### src/rtl/lvds_frame_aligner_pkg.sv
// Shared types and helpers for the LVDS frame aligner: FSM state encoding,
// counter widths and saturating increments.
package lvds_frame_aligner_pkg;

  typedef enum logic [2:0] {
    ST_SEARCH,
    ST_SLIP,
    ST_SETTLE,
    ST_CHECK,
    ST_LOCKED
  } state_e;

  localparam int SLIP_CNT_W = 8;
  localparam int ERR_CNT_W  = 16;

  function automatic logic [SLIP_CNT_W-1:0] sat_inc8(input logic [SLIP_CNT_W-1:0] v);
    return (&v) ? v : v + 1'b1;
  endfunction

  function automatic logic [ERR_CNT_W-1:0] sat_inc16(input logic [ERR_CNT_W-1:0] v);
    return (&v) ? v : v + 1'b1;
  endfunction

endpackage

### src/rtl/lvds_frame_aligner_lane_interleaver.sv
// Pure bit permutation from per-lane deserialised words to one sample word.
// Lane 0 carries the MSB; bit S-1 of each lane is the first bit received.
module lane_interleaver #(
  parameter int S       = 8,
  parameter int N_LANES = 2
) (
  input  logic [N_LANES*S-1:0] data_i,
  output logic [N_LANES*S-1:0] sample_o
);

  always_comb begin
    sample_o = '0;
    for (int k = 0; k < S; k++) begin
      for (int l = 0; l < N_LANES; l++) begin
        sample_o[N_LANES*S-1-(N_LANES*k+l)] = data_i[l*S+S-1-k];
      end
    end
  end

endmodule

### src/rtl/lvds_frame_aligner.sv
// Frame-lane word aligner and lane re-interleaver for a DDR ADC link.
// Optional FRAME_ALIGNER_TESTPAT_EN adds a test-pattern error counter.
//
// state     | meaning
// SEARCH    | restart search: clear match/slip counters and align_fail
// CHECK     | compare frame lane, count consecutive matches toward lock
// SLIP      | bitslip pulse is high this cycle; count the slip
// SETTLE    | let the ISERDES settle after a slip, no compares
// LOCKED    | aligned; count frame errors, drop lock on a run of them
module lvds_frame_aligner
  import lvds_frame_aligner_pkg::*;
#(
  parameter int             S             = 8,
  parameter int             N_LANES       = 2,
  parameter logic [S-1:0]   FRAME_PATTERN = 8'hF0,
  parameter int             SETTLE        = 16,
  parameter int             LOCK_COUNT    = 64,
  parameter int             ERR_THRESH    = 4
) (
  input  logic                    sample_clk,
  input  logic                    reset,
  input  logic [S-1:0]            frame_in,
  input  logic [N_LANES*S-1:0]    data_in,
  input  logic                    realign,
  output logic                    bitslip,
  output logic                    aligned,
  output logic                    align_fail,
  output logic [N_LANES*S-1:0]    sample_out,
  output logic                    sample_valid,
  output logic [SLIP_CNT_W-1:0]   slip_count,
  output logic [ERR_CNT_W-1:0]    err_count
`ifdef FRAME_ALIGNER_TESTPAT_EN
  ,
  input  logic [N_LANES*S-1:0]    test_pattern,
  output logic [ERR_CNT_W-1:0]    pat_err_count
`endif
);

  localparam int MATCH_W  = $clog2(LOCK_COUNT + 1);
  localparam int SETTLE_W = $clog2(SETTLE + 1);
  localparam int CONSEC_W = $clog2(ERR_THRESH + 1);
  localparam int SMOD_W   = $clog2(S + 1);

  localparam logic [MATCH_W-1:0]  MATCH_LAST  = MATCH_W'(LOCK_COUNT - 1);
  localparam logic [SETTLE_W-1:0] SETTLE_LOAD = SETTLE_W'(SETTLE - 1);
  localparam logic [CONSEC_W-1:0] CONSEC_LAST = CONSEC_W'(ERR_THRESH - 1);
  localparam logic [SMOD_W-1:0]   SMOD_LAST   = SMOD_W'(S - 1);

  state_e                  state_q;
  logic [MATCH_W-1:0]      match_q;
  logic [SETTLE_W-1:0]     settle_q;
  logic [CONSEC_W-1:0]     consec_q;
  logic [SMOD_W-1:0]       slip_mod_q;
  logic                    bitslip_q;
  logic                    aligned_q;
  logic                    align_fail_q;
  logic [SLIP_CNT_W-1:0]   slip_count_q;
  logic [ERR_CNT_W-1:0]    err_count_q;
  logic [N_LANES*S-1:0]    sample_q;
  logic [N_LANES*S-1:0]    sample_d;
  logic                    sample_valid_q;
  logic                    frame_match;

  assign frame_match = (frame_in == FRAME_PATTERN);

  always_ff @(posedge sample_clk) begin
    if (reset) begin
      state_q      <= ST_SEARCH;
      match_q      <= '0;
      settle_q     <= '0;
      consec_q     <= '0;
      slip_mod_q   <= '0;
      bitslip_q    <= 1'b0;
      aligned_q    <= 1'b0;
      align_fail_q <= 1'b0;
      slip_count_q <= '0;
      err_count_q  <= '0;
    end else begin
      bitslip_q <= 1'b0;
      // realign overrides whatever the current state would have done this edge
      if (realign) begin
        state_q      <= ST_SEARCH;
        aligned_q    <= 1'b0;
        align_fail_q <= 1'b0;
        slip_count_q <= '0;
        slip_mod_q   <= '0;
        match_q      <= '0;
        consec_q     <= '0;
      end else begin
        case (state_q)
          ST_SEARCH: begin
            match_q      <= '0;
            slip_count_q <= '0;
            slip_mod_q   <= '0;
            align_fail_q <= 1'b0;
            consec_q     <= '0;
            state_q      <= ST_CHECK;
          end
          ST_CHECK: begin
            if (frame_match) begin
              if (match_q == MATCH_LAST) begin
                state_q   <= ST_LOCKED;
                aligned_q <= 1'b1;
                consec_q  <= '0;
              end else begin
                match_q <= match_q + 1'b1;
              end
            end else begin
              match_q   <= '0;
              bitslip_q <= 1'b1;
              state_q   <= ST_SLIP;
            end
          end
          ST_SLIP: begin
            slip_count_q <= sat_inc8(slip_count_q);
            // a full word of slips has visited every bit phase without lock
            if (slip_mod_q == SMOD_LAST) begin
              slip_mod_q   <= '0;
              align_fail_q <= 1'b1;
            end else begin
              slip_mod_q <= slip_mod_q + 1'b1;
            end
            settle_q <= SETTLE_LOAD;
            state_q  <= ST_SETTLE;
          end
          ST_SETTLE: begin
            if (settle_q == '0) begin
              state_q <= ST_CHECK;
            end else begin
              settle_q <= settle_q - 1'b1;
            end
          end
          ST_LOCKED: begin
            if (!frame_match) begin
              err_count_q <= sat_inc16(err_count_q);
              if (consec_q == CONSEC_LAST) begin
                state_q      <= ST_SEARCH;
                aligned_q    <= 1'b0;
                slip_count_q <= '0;
                slip_mod_q   <= '0;
                match_q      <= '0;
                consec_q     <= '0;
              end else begin
                consec_q <= consec_q + 1'b1;
              end
            end else begin
              consec_q <= '0;
            end
          end
          default: state_q <= ST_SEARCH;
        endcase
      end
    end
  end

  lane_interleaver #(
    .S       (S),
    .N_LANES (N_LANES)
  ) u_interleaver (
    .data_i   (data_in),
    .sample_o (sample_d)
  );

  always_ff @(posedge sample_clk) begin
    if (reset) begin
      sample_q       <= '0;
      sample_valid_q <= 1'b0;
    end else begin
      sample_q       <= sample_d;
      sample_valid_q <= aligned_q;
    end
  end

`ifdef FRAME_ALIGNER_TESTPAT_EN
  logic [ERR_CNT_W-1:0] pat_err_q;

  always_ff @(posedge sample_clk) begin
    if (reset) begin
      pat_err_q <= '0;
    end else if (sample_valid_q && (sample_q != test_pattern)) begin
      pat_err_q <= sat_inc16(pat_err_q);
    end
  end

  assign pat_err_count = pat_err_q;
`endif

  assign bitslip      = bitslip_q;
  assign aligned      = aligned_q;
  assign align_fail   = align_fail_q;
  assign slip_count   = slip_count_q;
  assign err_count    = err_count_q;
  assign sample_out   = sample_q;
  assign sample_valid = sample_valid_q;

endmodule
### config.mk
export PLATFORM = sky130hd
export DESIGN_NAME = lvds_frame_aligner
export DESIGN_NICKNAME = d
export VERILOG_FILES = /design/src/rtl/lvds_frame_aligner_pkg.sv /design/src/rtl/lvds_frame_aligner_lane_interleaver.sv /design/src/rtl/lvds_frame_aligner.sv
export SDC_FILE = /design/constraint.sdc
export NUM_CORES = 1
export LEC_CHECK = 0
export ABC_CLOCK_PERIOD_IN_PS = 2100
export CORE_ASPECT_RATIO = 1.5
export CORE_MARGIN = 3
export CORE_UTILIZATION = 51
export DETAILED_ROUTE_END_ITERATION = 8
export HOLD_SLACK_MARGIN = 0.05
export PLACE_DENSITY = 0.83
export SLEW_MARGIN = 20
export SYNTH_ARGS = -nofsm -noshare
export SYNTH_HDL_FRONTEND = slang
export SYNTH_HIERARCHICAL = 1
export SYNTH_SLANG_ARGS = --single-unit
### constraint.sdc
create_clock -name sample_clk -period 2.1 [get_ports sample_clk]
set_input_delay 0.42 -clock sample_clk [delete_from_list [all_inputs] [get_ports sample_clk]]
set_output_delay 0.42 -clock sample_clk [all_outputs]
set_load 0.1 [all_outputs]
==> results.md, run 1 <==
| Result | This run | Unit |
| --- | --- | --- |
| Area overhead of the layout relative to synthesis | 27.85 | % |
| Data required time at the worst endpoint | 2.35 | ns |
| Net switching fraction of the power | 24.89 | % |
| Number of buffers inserted during clock tree synthesis | 9 | - |
| CP endpoint kind | flip-flop | - |
| Cell Rows | 35 | - |
| Die boundary height | 104.2 | um |
| Post-detailed-route DRC marker count | 0 | - |
| Pint | 2.221 | mW |
| Worst setup endpoint | match_q[5] | - |
| Number of DRC markers after the initial detailed-route iteration | 151 | - |
| Number of setup violations in the final report | 0 | - |
| Cell family with the largest share of critical-path delay | simple AND/OR/NAND/NOR gates | - |
| Setup TNS Final | 0 | ns |
| Slowest-stage cell, CP | or4_4 | - |
| Sequential cell area in the final layout | 0.001355 | sq mm |
| Synth Register Bits | 66 | - |
| Area taken by multi-input logic gates | 0.001687 | sq mm |
| Area of the core | 0.006175 | sq mm |
| Peak clock frequency supported by timing | 0.4842 | GHz |
| Antenna cells | 0 | - |
| Power spent charging and discharging nets | 735.8 | uW |
| Iteration count of the initial detailed-routing pass | 5 | - |
| Number of stages on the worst setup path | 5 | - |
| Transition time at the pin with the least slew margin | 0.4078 | ns |
| Clk slew on worst S/H paths | 0.07 | ns |
| Area after DPL | 0.003938 | sq mm |
| Adder-cell share of the synthesized area | 2.292 | % |
| Avg Synthesized Cell Area | 9.306 | sq um |
| Commonest non-fill, non-tap cell in the layout | buf_4 | - |
| Total power after layout | 2.956 | mW |
| Critical path launch point | frame_in[1] | - |
| Max_slew headroom | 72.75 | % |
| Post-CTS Resized | 0 | - |
| Global-route usage over all layers | 19.96 | % |
| Number of global-route vias before repair | 2800 | - |
| Shortest period the worst path allows | 2.065 | ns |
| CTS root buf | clkbuf_8 | - |
| Number of vias per cell | 5.786 | - |
| Data arrival, critical path | 2.32 | ns |
| Reg-to-Reg End | err_count[14] | - |
| Fraction of registers with async set/reset | 0 | % |
| Post-synthesis cell type count | 67 | - |
| Clk pwr share | 44.4 | % |
| Most used flip-flop cell after synthesis | dfxtp_1 | - |
| Die Wd | 71.44 | um |
| Commonest cells after routing, fill and taps aside | 61 x buf_4, 45 x dfxtp_1, 27 x a21oi_1 | - |
| Port bufs | 70 | - |
| Final worst setup slack | 0.03482 | ns |
| Total routed wirelength | 7337 | um |
| Ratio of total power to cell area | 705.9 | mW/mm^2 |
| Synthesized net count | 385 | - |
| Worst R2R Setup Slack | 0.07 | ns |
| Crit path kind | in -> reg | - |
| RD Place Congestion | 0.8406 | - |
| Number of cells produced by synthesis | 352 | - |
| Peak ir drop on the vdd network | 0.0004196 | V |
| RSZ-0062 raised after global routing | yes | - |
| Part of the cycle the worst path needs | 98.34 | % |
| Sequential share of the synthesized area | 40.34 | % |
| Maximum number of pins on one net before global-route repair | 35 | - |
| Post-layout nets | 450 | - |
| Total clock sinks | 66 | - |
| Crit path launch type | input pin | - |
| Antenna violations before repair | 0 | - |
| Setup repair bufs after CTS | 0 | - |
| Slew Limit Fails | 0 | - |
| Total non-filler cell area in the finished layout | 0.004188 | sq mm |
| Startpoint of the worst-slack reg-to-reg timing path | err_count[0] | - |
| Cells along the critical path | clkdlybuf4s50_1 -> or4_4 -> nor4_4 -> o221ai_4 -> a311oi_2 | - |
| First-pass GRT wire length | 12240 | um |
| Hold Path Class | reg -> reg | - |
| DP Worst Slack | -0.3147 | ns |
| Filler instances | 502 | - |
| Number of enable-type register cells in the synthesized netlist | 0 | - |
| Total I/O pin count | 71 | - |
| WP buf/inv | 1 | - |
| Total number of vias | 2870 | - |
| Maximum count of clock buffers along a single path | 2 | - |
| Worst-Skew Late Latency | 0.34 | ns |
| Initial standard-cell utilization of the core | 53.05 | % |
| Logic gate share of total power | 11.9 | % |
| Combinational family with the most area after synthesis | simple AND/OR/NAND/NOR gates | - |
| # H-tree levels | 3 | - |
| Yosys Warn Count | 6 | - |
| Static Leakage | 1.614 | nW |
| Die area | 0.007440 | sq mm |
| Worst Skew | 0.006008 | ns |
| Worst hold slack | 0.4389 | ns |
| Final routed wire length divided by cell count | 14.79 | um |
| Clock tree from TritonCTS | done | - |
| Max Fanout on Critical Path | 9 | - |
| Share of layout cells above drive strength 1 | 32.46 | % |
| Worst stage delay on the critical path | 0.66 | ns |
| Area fraction in and, or, nand and nor cells after synthesis | 25.90 | % |
| Netlist area before placement | 0.003276 | sq mm |
| Cells on worst reg2reg path | 5 | - |
| Max_cap viols | 0 | - |
| Run status | finished clean | - |
| Relative contribution of sequential cells to total power | 43.7 | % |
| Number of nets still failing antenna checks after routing | 0 | - |
| Post-synthesis mux area share | 3.285 | % |
| Synthesized-area fraction occupied by xor and xnor cells | 0.2674 | % |
| Synth Area in Compound Gates | 19.75 | % |
| Final-report hold violation count | 0 | - |
| Total grt overflow | 0 | - |
| Hold Buf Count CTS | 0 | - |
| Sum of net half-perimeters after detailed placement | 5355 | um |
-- per-stage QoR --
step,cells,utilization (%)
global route,496,67.82
floorplan,352,-
CTS,496,67.82
finish,496,67.82
detailed placement,480,63.77
global placement,480,63.77
-- cells in the mapped netlist (7+ instances only) --
cell	instances	share of area [%]
dfxtp_1	66	40
a21oi_1	27	4.1
nor2_1	24	2.8
nor2b_1	24	4.6
nand2_1	19	2.2
buf_4	17	3.9
inv_1	12	1.4
clkbuf_1	10	1.1
nand3_1	10	1.5
o21ai_0	10	1.5
a211oi_1	9	2.1
o31ai_1	8	1.8
nor4_1	7	1.3
-- cell families (layout without fill, tap and decap cells) --
group,Yosys count,in the layout
compound gates,84,84
xor+xnor,1,1
fa+ha+maj,6,6
buf+inv,47,117
flops,66,66
mux,9,9
simple gates,139,139
-- worst min-delay path by stage --
stage,from,end,slack [ns],cells after the start
finish,match_q[6],match_q[6],0.44,2
global route,match_q[6],match_q[6],0.47,2
CTS,match_q[6],match_q[6],0.44,2
detailed placement,match_q[6],match_q[6],0.43,2
global placement,match_q[6],match_q[6],0.42,2
floorplan,match_q[6],match_q[6],0.41,2
-- power by group through the flow --
| stage | clock [mW] | sequential, mW | combinational [mW] |
|---|---|---|---|
| finish | 1.31 | 1.29 | 0.351 |
| global route | 1.40 | 1.29 | 0.372 |
| CTS | 1.34 | 1.29 | 0.353 |
| detailed placement | 0 | 1.32 | 0.353 |
| global placement | 0 | 1.32 | 0.347 |
| floorplan | 0 | 1.44 | 0.136 |
-- cell type report --
class / count / area share, %
clock buffers: 10 / 3.287
clock inverters: 6 / 2.689
inverters: 12 / 1.076
multi-input cells: 239 / 40.27
flip-flops and latches: 66 / 32.36
well taps: 74 / 2.211
repair buffers: 89 / 18.11
-- registers in the layout, indices dropped and copies added (netlist names) --
| name | flops |
|---|---|
| err_count | 16 |
| aligned | 1 |
| slip_mod_q | 4 |
| sample_valid | 1 |
| slip_count | 8 |
| settle_q | 5 |
| bitslip | 1 |
| state_q | 3 |
| consec_q | 3 |
| match_q | 7 |
| align_fail | 1 |
| sample_out | 16 |
-- metal layers --
layer,part of all wire (%),GRT usage [%],routed length [um]
met1,39,21.62,2876
met4,1.9,9.274,136
met2,54,35.92,3962
met5,0,0,0
met3,4.9,4.159,361
-- worst register-to-register path: cells and delay by family (launching register included) --
kind          cells  cell delay [ns]
fa+ha+maj         1             0.19
flops             1             0.37
simple gates      3             1.03
mux               1             0.33
No activity file was read; power rests on OpenSTA's default activity.
==> inputs of run 2 (changes only) <==
- ABC_CLOCK_PERIOD_IN_PS: 2100 -> 1800
- CORE_UTILIZATION: 51 -> 46
- PLACE_DENSITY: 0.83 -> 0.79
- SLEW_MARGIN: 20 -> 25
- clock period: 2.1 -> 1.8 ns (I/O delays scaled with it)
==> run 2 against run 1 <==
Against the previous run: the run now ends with setup timing left; global-route usage is 3.2 points higher; routed wire length increased by 30%; non-clock buffer count grew 33; via count up 7.3%; design area increased by 25%; worst hold slack worse by 0.0021 ns; clock skew is 0.0080 ns higher; core utilization rose by 8.1 points; clock-buffer cell count is 3 higher; critical path depth increased by 2; highest routed layer is now met5.
==> results.md, run 2 (same netlist as run 1, synthesis figures left out) <==
| Result | This run | Unit | Delta |
| --- | --- | --- | --- |
| Data arrival, critical path | 2.11 | ns | -0.21 ns |
| Max_slew headroom | 68.51 | % | -4.2 points |
| Number of vias per cell | 5.777 | - | -0.17% |
| DP Worst Slack | -0.5663 | ns | -0.2516 ns |
| Static Leakage | 1.994 | nW | +24% |
| Die boundary height | 109.4 | um | +5.0% |
| Total grt overflow | 0 | - | unchanged |
| Die area | 0.008190 | sq mm | +10% |
| First-pass GRT wire length | 14590 | um | +19% |
| Total routed wirelength | 9539 | um | +30% |
| Worst hold slack | 0.4367 | ns | -0.002148 ns |
| Filler instances | 402 | - | -20% |
| RSZ-0062 raised after global routing | yes | - |  |
| Power spent charging and discharging nets | 920.3 | uW | +25% |
| Pint | 2.338 | mW | +5.3% |
| Shortest period the worst path allows | 1.857 | ns |  |
| CP endpoint kind | flip-flop | - |  |
| Peak clock frequency supported by timing | 0.5386 | GHz |  |
| Relative contribution of sequential cells to total power | 46.2 | % | +2.5 points |
| Setup TNS Final | -0.3044 | ns | -0.3044 ns |
| Clk pwr share | 38.6 | % | -5.8 points |
| Area overhead of the layout relative to synthesis | 59.82 | % |  |
| Maximum number of pins on one net before global-route repair | 24 | - | -31% |
| Post-detailed-route DRC marker count | 0 | - | unchanged |
| Clk slew on worst S/H paths | 0.08 | ns | about the same |
| Post-layout nets | 483 | - | +7.3% |
| Violations in the final reports | setup timing | - |  |
| Commonest non-fill, non-tap cell in the layout | buf_12 | - |  |
| Antenna cells | 0 | - | unchanged |
| Final routed wire length divided by cell count | 17.90 | um | +21% |
| Part of the cycle the worst path needs | 103.2 | % |  |
| Worst-Skew Late Latency | 0.37 | ns | +0.03 ns |
| Share of layout cells above drive strength 1 | 44.40 | % | +12 points |
| Final worst setup slack | -0.05673 | ns | -0.09156 ns |
| Antenna violations before repair | 1 | - | +1 |
| Run status | finished with violations | - |  |
| Clock tree from TritonCTS | done | - |  |
| Crit path kind | reg -> reg | - |  |
| Slew Limit Fails | 0 | - | unchanged |
| Sum of net half-perimeters after detailed placement | 6343 | um | +18% |
| Number of setup violations in the final report | 9 | - | +9 |
| Cell Rows | 37 | - | +5.7% |
| Iteration count of the initial detailed-routing pass | 4 | - | -1 |
| CTS root buf | clkbuf_8 | - |  |
| Total I/O pin count | 71 | - | unchanged |
| Die Wd | 74.90 | um | +4.9% |
| Ratio of total power to cell area | 622.4 | mW/mm^2 | -12% |
| Final-report hold violation count | 0 | - | unchanged |
| Maximum count of clock buffers along a single path | 2 | - | unchanged |
| Worst Skew | 0.01404 | ns | +0.008031 ns |
| Initial standard-cell utilization of the core | 47.49 | % | -5.6 points |
| Data required time at the worst endpoint | 2.05 | ns | -0.30 ns |
| Transition time at the pin with the least slew margin | 0.4714 | ns | +0.06355 ns |
| RD Place Congestion | 0.8346 | - | -0.71% |
| Total number of vias | 3079 | - | +7.3% |
| Port bufs | 70 | - | unchanged |
| Max Fanout on Critical Path | 8 | - | -1 |
| Crit path launch type | flip-flop | - |  |
| Placed instance count | 505 | - | +5.2% |
| Finished Layout Cells | 533 | - | +7.5% |
| Number of global-route vias before repair | 3243 | - | +16% |
| Number of buffers inserted during clock tree synthesis | 9 | - | unchanged |
| Peak ir drop on the vdd network | 0.0004796 | V | +14% |
| Commonest cells after routing, fill and taps aside | 47 x buf_12, 41 x buf_4, 39 x dfxtp_1 | - |  |
| Area of the core | 0.006898 | sq mm | +12% |
| Total clock sinks | 66 | - | unchanged |
| # H-tree levels | 3 | - | unchanged |
| Number of nets still failing antenna checks after routing | 0 | - | unchanged |
| Post-Route Utilization | 75.89 | % | +8.1 points |
| Max_cap viols | 0 | - | unchanged |
| Global-route usage over all layers | 23.19 | % | +3.2 points |
| Net switching fraction of the power | 28.24 | % | +3.4 points |
| Hold Path Class | reg -> reg | - |  |
| Number of DRC markers after the initial detailed-route iteration | 210 | - | +39% |
| Logic gate share of total power | 15.2 | % | +3.3 points |
[run 2: critical path, stage by stage (launching register included)]
cell     delay, ns
dfxtp_4       0.36
ha_4          0.12
nand4_1       0.15
buf_4         0.20
nor4_4        0.37
buf_6         0.20
nor4_2        0.06
mux2_2        0.27
[run 2: power by group through the flow]
stage	clock network, mW	registers (mW)	logic (mW)
floorplan	0	1.66	0.159
global placement	0	1.53	0.461
detailed placement	0	1.54	0.471
CTS	1.27	1.50	0.474
global route	1.34	1.51	0.518
finish	1.26	1.51	0.494
[run 2: layout make-up]
class	instances	area (sq um)	area share (%)
multi-input combinational	239	1892	36.14
timing repair buffer	122	1613	30.81
sequential	66	1388	26.51
clock buffer	13	180.2	3.442
tap	78	97.59	1.864
inverter	12	45.04	0.8604
clock inverter	3	20.02	0.3824
[run 2: final timing paths]
path	startpoint	to	slack (ns)	depth (start not counted)
max reg2reg	err_count[0]	err_count[11]	-0.06	7
min	match_q[6]	match_q[6]	0.44	2
max	err_count[0]	err_count[11]	-0.06	7
min reg2reg	match_q[6]	match_q[6]	0.44	2
[run 2: layer usage]
layer,wire length [um],GRT usage [%],vias to the layer above
li1,-,-,1477
met1,3553,23.84,1495
met2,5322,41.15,83
met3,439,6.404,22
met4,209,12.72,2
met5,14,0,-
[run 2: stage by stage]
stage	total power [mW]	cell area, sq um
global route	3.363	5235
detailed placement	2.008	4760
CTS	3.247	5047
floorplan	1.823	3435
global placement	1.995	4760
finish	3.258	5235
[run 2: repair_timing]
action                                  in CTS  in global routing
pin swaps                                   10                 13
endpoints found under the setup margin      34                 34
resized for setup                           15                 34
buffers inserted                             7                  5
gates cloned                                 0                  0
hold buffers                                 0                  0
